<file path="config.mk">
export PLATFORM = sky130hd
export DESIGN_NAME = bfloat16_rf_max
export DESIGN_NICKNAME = d
export VERILOG_FILES = /design/src/rtl/bfloat16_rf_max.sv
export SDC_FILE = /design/constraint.sdc
export NUM_CORES = 1
export LEC_CHECK = 0
export BUFFER_PORTS_ARGS = -buffer_cell sky130_fd_sc_hd__clkbuf_2
export CAP_MARGIN = 10
export CORE_MARGIN = 2
export CORE_UTILIZATION = 40
export DETAILED_ROUTE_END_ITERATION = 8
export GPL_TIMING_DRIVEN = 1
export PLACE_DENSITY = 0.67
export SYNTH_ARGS = -nofsm -noshare
export SYNTH_HDL_FRONTEND = slang
export SYNTH_SLANG_ARGS = --single-unit
</file>
<file path="constraint.sdc">
create_clock -name clk -period 3.1 [get_ports clk]
set_input_delay 0.465 -clock clk [delete_from_list [all_inputs] [get_ports clk]]
set_output_delay 0.465 -clock clk [all_outputs]
set_load 0.01 [all_outputs]
</file>
<file path="src/rtl/bfloat16_rf_max.sv">
// bfloat16_rf_max: scans a wrapping window of a bfloat16 register file and reports the largest
// non-NaN value, its address, and whether any NaN was seen.
module bfloat16_rf_max #(
    parameter int DATA_W = 16,
    parameter int ADDR_W = 5,
    parameter int DEPTH  = 32
) (
    input  logic              clk,
    input  logic              rst_x,
    input  logic              start,
    input  logic [ADDR_W-1:0] base_addr,
    input  logic [ADDR_W:0]   count,
    output logic [ADDR_W-1:0] rf_addr,
    output logic              rf_re,
    input  logic [DATA_W-1:0] rf_dout,
    output logic              busy,
    output logic              done,
    output logic [DATA_W-1:0] max_val,
    output logic [ADDR_W-1:0] max_idx,
    output logic              nan_flag,
    output logic              err
);
    typedef enum logic [1:0] {IDLE, SCAN, FIN} state_t;
    localparam logic [DATA_W-1:0] NEG_INF = {1'b1, 8'hFF, {(DATA_W-9){1'b0}}};
    state_t state;
    logic [ADDR_W-1:0] rem;
    logic is_nan, take, bad_count;
    // Sign-magnitude to monotonic unsigned key: larger key means larger value.
    function automatic logic [DATA_W-1:0] key(input logic [DATA_W-1:0] x);
        return x[DATA_W-1] ? ~x : x ^ {1'b1, {(DATA_W-1){1'b0}}};
    endfunction
    always_comb begin
        is_nan = rf_dout[DATA_W-2 -: 8] == 8'hFF && rf_dout[DATA_W-10:0] != '0;
        take = !is_nan && key(rf_dout) > key(max_val);
        bad_count = count == '0 || count > (ADDR_W+1)'(DEPTH);
    end
    always_ff @(posedge clk) begin
        if (rst_x) begin
            state <= IDLE;
            rem <= '0;
            rf_addr <= '0;
            rf_re <= 1'b0;
            busy <= 1'b0;
            done <= 1'b0;
            max_val <= '0;
            max_idx <= '0;
            nan_flag <= 1'b0;
            err <= 1'b0;
        end else begin
            case (state)
                IDLE: if (start) begin
                    max_val <= NEG_INF;
                    max_idx <= base_addr;
                    nan_flag <= 1'b0;
                    err <= bad_count;
                    if (bad_count) begin
                        done <= 1'b1;
                        state <= FIN;
                    end else begin
                        rf_addr <= base_addr;
                        rf_re <= 1'b1;
                        busy <= 1'b1;
                        rem <= count[ADDR_W-1:0] - 1'b1;
                        state <= SCAN;
                    end
                end
                SCAN: begin
                    if (take) begin
                        max_val <= rf_dout;
                        max_idx <= rf_addr;
                    end
                    if (is_nan) nan_flag <= 1'b1;
                    if (rem == '0) begin
                        rf_re <= 1'b0;
                        busy <= 1'b0;
                        done <= 1'b1;
                        state <= FIN;
                    end else begin
                        rf_addr <= rf_addr + 1'b1;
                        rem <= rem - 1'b1;
                    end
                end
                FIN: begin
                    done <= 1'b0;
                    state <= IDLE;
                end
                default: state <= IDLE;
            endcase
        end
    end
endmodule

</file>
==> flow_summary.toml <==
[clock_network]
root_buffer = "clkbuf_8"
ctsResizeCount = 0
htreeDepth = 2
hold_buffers = 0
postCtsSetupRepairBufs = 0
clock_path_buffers = 2
clk_latency_ns = 0.29
numCtsBuffers = 5
tritoncts = "yes"
clock-sinks = 37
cts.reportedPaths.clkPinSlew_ns = 0.08

[synthesis]
synthArstFlopShare = 0
syn_inst = 295
ys_dominant_reg_cell = "dfxtp_1"
synth_edf_count = 0
netlist-cell-type-count = 50
ys_seq_area_frac = 0.2675
synth_nets = 346
synthAdderAreaFrac = 0.09489
synth-simple-area-share = 0.1604
synth-seq-cells = 37
synth.largest_area_cell = "dfxtp_1"
syn-cell-area_um2 = 2769
synth-xor-area-share = 0.1075
yosys_warnings = 0
synth.area.top_cells = "dfxtp_1 (27%), ha_1 (9.5%), a221oi_2 (6.0%), xnor2_1 (5.7%), xor2_1 (5.1%)"
synth-compound-area-share = 0.2775
muxShareOfSynthArea = 0.03254
synth_top_family_by_area = "compound AO/OA/AOI/OAI gates"
netlist.area_leader.share = 0.2675
avgSynthCellArea_um2 = 9.386

[global_route]
grt.total_usage = 0.1752
antenna_found_initial = 0
grt_pass1_wl_um = 10670
grt_pass1_vias = 2233
grt_start_max_net_pins = 20
grt-ovfl-total = 0

[power_and_ir_drop]
peakVddDrop_mv = 0.2060
switching_share = 0.3830
power.switching_uw = 706.0
p_leak_uw = 0.001329
clkPwrFrac = 0.236
intPower_uw = 1137
combPwrFrac = 0.436
power_density_nw_per_um2 = 567.7
p_seq_frac = 0.328

[worst_setup_path]
critPathTopFamily = "compound AO/OA/AOI/OAI gates"
cp.required_ns = 3.27
regToRegStartpoint = "max_val[15]"
crit_start = "rf_dout[15]"
critPathMaxFanout = 17
worst_setup_path_start_kind = "input pin"
arrival_ns = 2.84
path_buf_inv = 2
max_stage_delay_ns = 0.36
crit_path_cell_trace = "clkbuf_2 > xor2_1 > ha_1 > nand4_2 > nor4_4 > a21boi_4 > o31ai_4 > buf_12 > a221oi_2 > a311oi_2"
worst_setup_path_end_kind = "flip-flop"
cp_slowest_cell = "nor4_4"
worstSetupPathType = "in2reg"

[cells_and_area]
fillers = 655
diodes = 0
final_common_cell = "clkbuf_2"
final_cell_mix = "clkbuf_2 (60), dfxtp_1 (37), nand2_1 (27)"
finalInstanceArea_um2 = 3247
drive_above_1_share = 0.3362
syn_to_final_growth_pct = 17.26
fin_nets = 401

[die]
die-area_um2 = 7604
core_area_um2 = 6756
ios = 61
die_x_um = 87.20
placementRows = 30
die_y_um = 87.20
start_util = 0.4098

[detailed_routing]
vias = 2340
wire_per_inst_um = 14.75
wl_met1_um = 3106
drt-initial-drc-count = 73
viasPerCell = 5.429
top_layer = "met4"
routed-wl-met3_um = 228
dr_wl_met2_um = 2970
wirelength_um = 6358
drtPass1Iterations = 4
drc = 0
ant_nets = 0

[timing]
relSlewSlack = 0.5872
fin_crit_sh = 0.8602
finalHoldViolCount = 0
grt_setup_unrepaired = "no"
tightest_slew_ns = 0.6156
tns_ns = 0
setup_viol = 0
clock_skew_ns = 0.008544
finalCriticalPeriod_ns = 2.667
max_freq_mhz = 375.0
finalMaxSlewViolations = 0

[placed_design]
place.gp.congestion = 0.8230
placed_area_um2 = 3132
dp_hpwl_um = 4773
io_buffers = 60

[min_path]
hp-class = "in2reg"
hp-start = "base_addr[2]"

[flow_run]
max-cap-violations = 0

[run_status]
status = "complete, no violations"
## cell usage after synthesis, types with 2 or more instances
master	n
dfxtp_1	37
nand2_1	27
ha_1	21
xnor2_1	18
a21oi_1	16
xor2_1	16
nor2_1	15
inv_1	14
a221oi_2	11
clkbuf_1	11
mux2i_1	9
nand2b_1	9
nor2b_1	8
o21ai_0	7
o32ai_2	7
nor3_1	6
a211oi_1	5
a311oi_2	5
a222oi_1	4
nand3_1	4
o221a_2	4
buf_2	3
buf_4	3
buf_6	3
nand4_1	3
or2_2	3
a21o_1	2
a22oi_1	2
## per-layer routing
layer | global-route usage | vias to the layer above
met5 | 0 | -
met4 | 0.05594 | 0
met3 | 0.03412 | 5
met2 | 0.2852 | 44
met1 | 0.2334 | 1101
li1 | - | 1190
## sequential cells by signal (all words and copies together) (netlist names)
| name | count |
|---|---|
| busy | 1 |
| max_idx | 5 |
| rem | 5 |
| max_val | 16 |
| rf_addr | 5 |
| done | 1 |
| err | 1 |
| nan_flag | 1 |
| state | 2 |
## power by group through the flow
stage	logic, uW	clock network, uW	registers [uW]
floorplan	592	0	631
global placement	788	0	614
detailed placement	801	0	616
CTS	810	450	605
global route	895	463	616
finish	804	435	605
## cells by family (layout without fill, tap and decap cells)
| group | after synthesis | in the layout |
|---|---|---|
| and+or+nand+nor | 84 | 84 |
| AOI/OAI and AO/OA | 76 | 76 |
| DFF | 37 | 37 |
| xor gates and xnor gates | 34 | 34 |
| buffers and inverters | 34 | 90 |
| adders and majority gates | 21 | 21 |
| muxes | 9 | 9 |
## area by class of cell
cell class,instances,area [um^2],share of cell area
Clock buffer,5,68.82,0.02119
Timing Repair Buffer,68,372.9,0.1148
Multi-Input combinational cell,224,1866,0.5746
Inverter,14,52.55,0.01618
Tap cell,80,100.1,0.03083
Sequential cell,37,740.7,0.2281
Clock inverter,3,46.29,0.01426
## tightest hold or removal path: cells and delay by family
kind                   cells  cell delay [ns]
AND/OR/NAND/NOR            1             0.08
buffers and inverters      1             0.10
AO/OA/AOI/OAI              1             0.08
## final timing paths
kind,end,slack (ns),cells after the start
min,rf_addr[2],0.45,3
min reg2reg,rem[0],0.49,2
max,max_idx[4],0.43,10
max reg2reg,max_idx[4],0.48,10
## stage by stage
stage	instances	util	hold slack [ns]	total power, uW	worst slack, ns
2_1_floorplan	295	-	0.4491	1223	0.07185
5_1_grt	431	0.4806	0.4718	1974	0.2288
3_5_place_dp	423	0.4635	0.4846	1417	0.1480
6_report	431	0.4806	0.4534	1843	0.4333
3_3_place_gp	423	0.4635	0.4688	1402	0.2492
4_1_cts	431	0.4806	0.4457	1865	0.4388
No activity file was read; power rests on OpenSTA's default activity.
